==> config.mk <==
export PLATFORM = sky130hd
export DESIGN_NAME = vc_switch_ctrl_hyst_flat
export DESIGN_NICKNAME = d
export VERILOG_FILES = /design/src/rtl/vc_switch_ctrl_hyst_if.sv /design/src/rtl/vc_switch_ctrl_hyst.sv /design/src/flat_wrapper.sv
export SDC_FILE = /design/constraint.sdc
export NUM_CORES = 1
export LEC_CHECK = 0
export CAP_MARGIN = 10
export CORE_ASPECT_RATIO = 1.5
export CORE_MARGIN = 4
export CORE_UTILIZATION = 40
export DETAILED_ROUTE_END_ITERATION = 8
export DONT_BUFFER_PORTS = 1
export PLACE_DENSITY = 0.59
export SYNTH_ARGS = -nofsm -noshare
export SYNTH_HDL_FRONTEND = slang
export SYNTH_SLANG_ARGS = --single-unit
==> constraint.sdc <==
create_clock -name clk -period 2.6 [get_ports clk]
set_input_delay 0.52 -clock clk [delete_from_list [all_inputs] [get_ports clk]]
set_output_delay 0.52 -clock clk [all_outputs]
set_load 0.1 [all_outputs]
==> src/rtl/vc_switch_ctrl_hyst_if.sv <==
// rtl/vc_switch_ctrl_hyst_if.sv - control-voltage sample stream into the switch controller
interface vc_switch_ctrl_hyst_if #(
  parameter int W = 12
) ();
  logic                vc_valid;
  logic signed [W-1:0] vc_data;
  logic                vc_ready;

  modport master (output vc_valid, output vc_data, input vc_ready);
  modport slave  (input vc_valid, input vc_data, output vc_ready);
endinterface

==> src/rtl/vc_switch_ctrl_hyst.sv <==
// rtl/vc_switch_ctrl_hyst.sv - debounced hysteresis comparator driving a voltage-controlled switch
module vc_switch_ctrl_hyst #(
  parameter int                  W   = 12,
  parameter logic signed [W-1:0] VT  = '0,
  parameter int                  VH  = 1,
  parameter int                  DEB = 3,
  parameter int                  CW  = 8
) (
  input  logic                       clk,
  input  logic                       rst_n,
  input  logic                       en,
  vc_switch_ctrl_hyst_if.slave       vc,
  output logic                       sw_on,
  output logic                       sw_toggle,
  output logic [CW-1:0]              deb_cnt
);

  typedef enum logic [1:0] {S_OFF, S_ARM_ON, S_ON, S_ARM_OFF} state_t;

  // One extra bit keeps VT +/- VH from wrapping at the ends of the sample range.
  localparam logic signed [W:0] HI = $signed({VT[W-1], VT}) + $signed((W+1)'(VH));
  localparam logic signed [W:0] LO = $signed({VT[W-1], VT}) - $signed((W+1)'(VH));
  localparam logic [CW-1:0]     DEB_C = CW'(DEB);

  state_t          state, state_n;
  logic [CW-1:0]   cnt_n;
  logic [CW-1:0]   cnt_inc;
  logic            ready_q;
  logic            accept;
  logic            on_n;
  logic signed [W:0] vd;
  logic            above_hi;
  logic            below_lo;

  assign vc.vc_ready = ready_q;
  assign accept      = vc.vc_valid & ready_q;
  assign vd          = $signed({vc.vc_data[W-1], vc.vc_data});
  assign above_hi    = vd > HI;
  assign below_lo    = vd < LO;
  assign cnt_inc     = deb_cnt + 1'b1;

  always_comb begin
    state_n = state;
    cnt_n   = deb_cnt;
    if (!en) begin
      state_n = S_OFF;
      cnt_n   = '0;
    end else if (accept) begin
      case (state)
        S_OFF: begin
          if (above_hi) begin
            if (DEB == 1) begin
              state_n = S_ON;
              cnt_n   = '0;
            end else begin
              state_n = S_ARM_ON;
              cnt_n   = CW'(1);
            end
          end
        end
        S_ARM_ON: begin
          if (!above_hi) begin
            state_n = S_OFF;
            cnt_n   = '0;
          end else if (cnt_inc == DEB_C) begin
            state_n = S_ON;
            cnt_n   = '0;
          end else begin
            cnt_n   = cnt_inc;
          end
        end
        S_ON: begin
          if (below_lo) begin
            if (DEB == 1) begin
              state_n = S_OFF;
              cnt_n   = '0;
            end else begin
              state_n = S_ARM_OFF;
              cnt_n   = CW'(1);
            end
          end
        end
        S_ARM_OFF: begin
          if (!below_lo) begin
            state_n = S_ON;
            cnt_n   = '0;
          end else if (cnt_inc == DEB_C) begin
            state_n = S_OFF;
            cnt_n   = '0;
          end else begin
            cnt_n   = cnt_inc;
          end
        end
        default: begin
          state_n = S_OFF;
          cnt_n   = '0;
        end
      endcase
    end
  end

  // The switch stays closed while arming to open, and open while arming to close.
  assign on_n = (state_n == S_ON) || (state_n == S_ARM_OFF);

  always_ff @(posedge clk or negedge rst_n) begin
    if (!rst_n) begin
      state     <= S_OFF;
      deb_cnt   <= '0;
      sw_on     <= 1'b0;
      sw_toggle <= 1'b0;
      ready_q   <= 1'b0;
    end else begin
      state     <= state_n;
      deb_cnt   <= cnt_n;
      sw_on     <= on_n;
      sw_toggle <= on_n ^ sw_on;
      ready_q   <= 1'b1;
    end
  end

endmodule
==> src/flat_wrapper.sv <==
// flat-port wrapper written by rule: the top's interface ports become plain ports
module vc_switch_ctrl_hyst_flat 
#(
  parameter int                  W   = 12,
  parameter logic signed [W-1:0] VT  = '0,
  parameter int                  VH  = 1,
  parameter int                  DEB = 3,
  parameter int                  CW  = 8
)
  (clk, rst_n, en, sw_on, sw_toggle, deb_cnt, vc_vc_valid, vc_vc_data, vc_vc_ready);
  vc_switch_ctrl_hyst_if #(.W(W)) vc_i ();
  input  logic clk;
  input  logic rst_n;
  input  logic en;
  output logic sw_on;
  output logic sw_toggle;
  output logic [CW-1:0] deb_cnt;
  input wire logic [$bits(vc_i.vc_valid)-1:0] vc_vc_valid;
  input wire logic [$bits(vc_i.vc_data)-1:0] vc_vc_data;
  output wire logic [$bits(vc_i.vc_ready)-1:0] vc_vc_ready;
  assign vc_i.vc_valid = vc_vc_valid;
  assign vc_i.vc_data = vc_vc_data;
  assign vc_vc_ready = vc_i.vc_ready;
  vc_switch_ctrl_hyst #(.W(W), .VT(VT), .VH(VH), .DEB(DEB), .CW(CW)) u_core (.clk(clk), .rst_n(rst_n), .en(en), .vc(vc_i), .sw_on(sw_on), .sw_toggle(sw_toggle), .deb_cnt(deb_cnt));
endmodule
==> impl_metrics.env, run 1 <==
export IMPL_cts_root_buf="clkbuf_4"
export IMPL_yosysSeqAreaShare=0.362
export IMPL_rows=20
export IMPL_min_path_type="in2reg"
export IMPL_power_density_nw_per_um2=375
export IMPL_fin_tns_setup_ns=0
export IMPL_drc=0
export IMPL_grt_util_met3=0.0245
export IMPL_yosys_cell_types_count=39
export IMPL_critPathBufInv=0
export IMPL_final_cells=131
export IMPL_track_usage=0.156
export IMPL_syn_to_final_growth_pct=10.2
export IMPL_cts_setup_buffers=0
export IMPL_worst_setup_path_end_kind="flip-flop"
export IMPL_finalSetupViolCount=0
export IMPL_syn_avg_cell_area_um2=8.82
export IMPL_num_vias=771
export IMPL_status="finished clean"
export IMPL_clock_skew_ns=0.00835
export IMPL_postRouteAntennaNets=0
export IMPL_fill_cells=214
export IMPL_die_w_um=46.7
export IMPL_crit_arrival_ns=2.27
export IMPL_cts_made_buffers=3
export IMPL_yosys_warnings=0
export IMPL_grt_pass1_wl_um=3520
export IMPL_io_buffers=0
export IMPL_routedWlPerCell_um=15.8
export IMPL_crit_family="compound AO/OA/AOI/OAI gates"
export IMPL_ir_drop_mv=0.246
export IMPL_busiest_layer="met2"
export IMPL_clock_fmax_mhz=466
export IMPL_die_area_um2=3090
export IMPL_dp_cells=126
export IMPL_postSynthCellCount=102
export IMPL_start_util=0.433
export IMPL_crit_chain="ha_1 > nand3_1 > o21a_1 > a211oi_2 > nand3_2 > o311a_1 > xor2_1"
export IMPL_clk_latency_ns=0.28
export IMPL_synthesis_nets=120
export IMPL_maxCapViolCount=0
export IMPL_finalHoldViolations=0
export IMPL_drt_iter0_markers=15
export IMPL_min_period_ns=2.15
export IMPL_io_pins=27
export IMPL_period_share=0.825
export IMPL_cts_tree="done"
export IMPL_drive_above_1_share=0.174
export IMPL_syn_cell_area_um2=900
export IMPL_cts_max_level=1
export IMPL_critPathSlowestCell="dfrtp_2"
export IMPL_start_kind="flip-flop"
export IMPL_cp_required_ns=2.73
export IMPL_antenna_found_initial=0
export IMPL_dp_hpwl_um=1610
export IMPL_grt_setup_unrepaired="no"
export IMPL_clk_pin_slew_ns=0.08
export IMPL_path_max_fanout=6
export IMPL_leakage_nw=0.443
export IMPL_grt_pass1_vias=771
export IMPL_cts_sinks=13
export IMPL_drt_total_wl_um=2070
export IMPL_routabilityCongestion=0.784
export IMPL_final_max_slew_viol_count=0
export IMPL_use_met1=0.180
export IMPL_grtUsageMet2=0.274
export IMPL_die_h_um=66.1
export IMPL_viasPerCell=5.89
export IMPL_core_um2=2080
export IMPL_crit_type="reg2reg"
export IMPL_overflow=0
export IMPL_worst_slew_pin_slew_ns=0.908
export IMPL_grt_max_degree=14
export IMPL_cpPeakStageDelay_ns=0.42
export IMPL_cts_buffer_depth=2
export IMPL_first_pass_iters=4
export IMPL_nNetsFinal=128
export IMPL_synth_seq_cells=13
export IMPL_n_antenna_cell=0
export IMPL_maxSlewHeadroom=0.395
worst paths after layout:
path,slack (ns),cells past startpoint,end,startpoint
setup / recovery,0.45,7,u_core.sw_toggle$_DFF_PN0_,u_core.deb_cnt[1]$_DFFE_PN0P_
hold / removal,0.37,1,u_core.sw_on$_DFF_PN0_,en
setup reg to reg,0.45,7,u_core.sw_toggle$_DFF_PN0_,u_core.deb_cnt[1]$_DFFE_PN0P_
hold reg to reg,0.58,1,u_core.deb_cnt[0]$_DFFE_PN0P_,u_core.state[0]$_DFF_PN0_
max in group asynchronous,1.49,1,u_core.deb_cnt[0]$_DFFE_PN0P_,rst_n
min in group asynchronous,0.68,1,u_core.deb_cnt[3]$_DFFE_PN0P_,rst_n
report_power, final:
part           switching, mW  internal [mW]
clock network         0.0672         0.0596
logic                 0.0282         0.0102
registers            0.00208          0.204
layer usage:
layer,vias up,share of wire
met5,-,0
met4,0,0.020
met3,5,0.066
met2,25,0.53
met1,352,0.38
li1,389,-
cell type report:
cell class,instances,area (um2),area share
multi-input cells,80,524,0.529
flip-flops and latches,13,328,0.331
repair buffers,10,77.6,0.0783
well taps,22,27.5,0.0278
clock buffers,4,26.3,0.0265
inverters,2,7.51,0.00758
placed cells by master, fill, tap and decap left out:
cell           count
nand3_2            2
conb_1             1
nor2b_1            7
mux2i_1            1
dfrtp_2            2
a22oi_1            5
a211oi_2           1
nand2_1           10
nand4b_1           1
nand3b_1           1
and4_4             1
buf_4              9
nand3_1            5
ha_1               2
a32oi_1            1
a22o_1             1
xnor2_1            1
nand4_1            3
and2_0             1
and2_1             2
or2_2              1
o21a_1             1
nor4_1             2
a31oi_1            1
o2bb2ai_1          1
a21o_1             5
nor2_1             3
o311a_1            2
xor2_1             2
dfrtp_1           11
clkbuf_1           1
nor3_1             7
a21oi_1            1
o21ai_1            1
a21boi_0           2
a41o_1             1
dlygate4sd3_1      1
clkbuf_4           3
inv_1              2
o21ai_0            4
state kept, by name, indices dropped and copies added (netlist names):
register            cells
u_core.sw_on            1
u_core.sw_toggle        1
u_core.state            2
u_core.deb_cnt          8
u_core.vc.vc_ready      1
synthesized netlist by cell type, drive strengths merged:
master	number	area [um2]
nor4	2	12.5
nor2b	7	43.8
nand2	10	37.5
a21boi	2	15.0
ha	2	25.0
o2bb2ai	1	8.76
o21ai	5	25.0
a22oi	5	37.5
nand3	7	45.0
nand4b	1	8.76
o21a	1	7.51
a32oi	1	8.76
a41o	1	10.0
or2	1	6.26
a211oi	1	12.5
xnor2	1	8.76
buf	4	31.3
nand4	3	18.8
a21oi	1	5.00
nor3	7	35.0
mux2i	1	10.0
xor2	2	17.5
and4	1	11.3
dfrtp	13	325
o311a	2	20.0
a22o	1	8.76
a21o	5	37.5
conb	1	3.75
nand3b	1	7.51
nor2	3	11.3
a31oi	1	6.26
inv	2	7.51
and2	3	18.8
clkbuf	3	11.3
cells by family (layout without fill, tap and decap cells):
family	after synthesis	in the layout	share of synthesized area
AND/OR/NAND/NOR	46	46	0.285
AO/OA/AOI/OAI	27	27	0.225
flip-flops	13	13	0.362
buffers and inverters	9	16	0.0556
XOR/XNOR	3	3	0.0292
adder cells (fa/ha/maj)	2	2	0.0278
other	1	1	0.00417
multiplexers	1	1	0.0111
stage by stage:
stage	area, um2	hold WS [ns]	util	setup WS (ns)	power, mW
2_1_floorplan	902	0.224	-	0.0571	0.238
3_3_place_gp	955	0.225	0.460	0.525	0.244
3_5_place_dp	955	0.225	0.460	0.479	0.244
4_1_cts	991	0.369	0.477	0.451	0.375
5_1_grt	991	0.359	0.477	0.289	0.396
6_report	991	0.369	0.477	0.454	0.372
timing repair:
action | CTS | global route
gates resized for setup | 0 | 0
hold buffers | 1 | 0
endpoints found under the hold margin | 13 | 0
Power figures use the tool's default switching activity.
==> run 2, diff against run 1 <==
==> constraint.sdc (replaced) <==
create_clock -name clk -period 2.2 [get_ports clk]
set_input_delay 0.44 -clock clk [delete_from_list [all_inputs] [get_ports clk]]
set_output_delay 0.44 -clock clk [all_outputs]
set_load 0.1 [all_outputs]
==> impl_metrics.env, run 2 (synthesis results as in run 1) <==
export IMPL_status="finished clean"
export IMPL_die_area_um2=3090
export IMPL_first_pass_iters=4
export IMPL_start_util=0.433
export IMPL_largest_register="u_core.deb_cnt"
export IMPL_die_w_um=46.7
export IMPL_track_usage=0.158
export IMPL_multiInputGateArea_um2=537
export IMPL_antenna_found_initial=0
export IMPL_wl_met2_um=1060
export IMPL_met3_length_um=142
export IMPL_rows=20
export IMPL_maxCapViolCount=0
export IMPL_routedWlPerCell_um=15.3
export IMPL_io_pins=27
export IMPL_drt_met1_wl_um=799
export IMPL_fin_tns_setup_ns=0
export IMPL_cts_root_buf="clkbuf_4"
export IMPL_cts_made_buffers=3
export IMPL_worst_setup_path_end_kind="flip-flop"
export IMPL_postRouteAntennaNets=0
export IMPL_routabilityCongestion=0.766
export IMPL_grt_pass1_vias=819
export IMPL_min_period_ns=2.00
export IMPL_grt_setup_unrepaired="no"
export IMPL_fill_cells=205
export IMPL_nNetsFinal=131
export IMPL_overflow=0
export IMPL_crit_arrival_ns=2.17
export IMPL_n_antenna_cell=0
export IMPL_viasPerCell=6.10
export IMPL_reg_top3="u_core.deb_cnt (8), u_core.state (2)"
export IMPL_cts_tree="done"
export IMPL_crit_type="reg2reg"
export IMPL_finalSetupViolCount=0
export IMPL_maxSlewHeadroom=0.590
export IMPL_grt_pass1_wl_um=3590
export IMPL_dp_hpwl_um=1600
export IMPL_min_path_type="in2reg"
export IMPL_drt_iter0_markers=10
export IMPL_cts_setup_buffers=0
export IMPL_clock_fmax_mhz=501
export IMPL_top_layer_used="met4"
export IMPL_io_buffers=0
export IMPL_clock_skew_ns=0.000161
export IMPL_path_max_fanout=8
export IMPL_drc=0
export IMPL_ir_drop_mv=0.408
export IMPL_period_share=0.908
export IMPL_drive_above_1_share=0.250
export IMPL_syn_to_final_growth_pct=16.1
export IMPL_clk_latency_ns=0.28
export IMPL_num_vias=817
export IMPL_worst_slew_pin_slew_ns=0.612
export IMPL_cp_required_ns=2.37
export IMPL_clk_pin_slew_ns=0.08
export IMPL_final_max_slew_viol_count=0
export IMPL_power_density_nw_per_um2=425
export IMPL_cts_max_level=1
export IMPL_finalHoldViolations=0
export IMPL_grt_max_degree=14
export IMPL_die_h_um=66.1
export IMPL_cts_sinks=13
export IMPL_largest_reg_flops=8
export IMPL_start_kind="flip-flop"
export IMPL_final_common_cell="buf_4"
export IMPL_seq_area_um2=347
export IMPL_setup_slack_ns=0.202
export IMPL_final_cell_mix="buf_4 (12), nand2_1 (10), nor3_1 (7), nor2b_1 (7), dfrtp_1 (6)"
export IMPL_drt_total_wl_um=2050
export IMPL_core_um2=2080
export IMPL_cts_buffer_depth=2
export IMPL_preCtsSetupSlack_ns=0.201
export IMPL_leakage_nw=0.446
[run 2: cell count changes in the layout (fill, tap and decap cells not counted), sizes merged]
cell and delta:
buf +3
[run 2: layout make-up]
type	count	share of cell area
clock buffers	4	0.0251
inverters	2	0.00719
multi-input cells	80	0.514
flip-flops and latches	13	0.332
well taps	22	0.0263
repair buffers	13	0.0958
[run 2: stage by stage]
step,utilization,cell area [um2],std cells,hold WS (ns),total power [mW]
after floorplan,-,933,102,0.144,0.283
after global placement,0.486,1010,129,0.145,0.290
after detailed placement,0.486,1010,129,0.145,0.290
after CTS,0.503,1040,134,0.284,0.447
after global routing,0.503,1040,134,0.276,0.468
final,0.503,1040,134,0.284,0.444
[run 2: where the power goes]
group	leakage [nW]	internal [mW]	switching (mW)	total [mW]
sequential	0.165	0.242	0.00423	0.246
combinational	0.266	0.0129	0.0315	0.0445
clock	0.0150	0.0704	0.0830	0.153
[run 2: worst max-delay path, cell delays in order (launching register included)]
cell and delay [ns]:
dfrtp_4 0.53, ha_4 0.19, nand3_1 0.14, nor3_1 0.09, a211oi_2 0.25, nand3_2 0.14, o311a_1 0.40, xor2_1 0.15
[run 2: final timing paths]
kind,startpoint,end,slack [ns],depth (start not counted)
min reg2reg,u_core.sw_on$_DFF_PN0_,u_core.sw_toggle$_DFF_PN0_,0.47,1
min,en,u_core.sw_on$_DFF_PN0_,0.28,1
max reg2reg,u_core.deb_cnt[0]$_DFFE_PN0P_,u_core.sw_toggle$_DFF_PN0_,0.20,7
max in group asynchronous,rst_n,u_core.deb_cnt[3]$_DFFE_PN0P_,1.14,1
max,u_core.deb_cnt[0]$_DFFE_PN0P_,u_core.sw_toggle$_DFF_PN0_,0.20,7
min in group asynchronous,rst_n,u_core.sw_on$_DFF_PN0_,0.60,1
[run 2: timing repair]
item / CTS / global route
hold endpoints to repair: 13 / 0
gates resized for setup: 0 / 0
hold buffers: 1 / 0
[run 2: per-layer routing]
layer  track usage  vias up
met5             0        -
met4        0.0727        0
li1              -      397
met3        0.0218        5
met1         0.185      387
met2         0.272       28
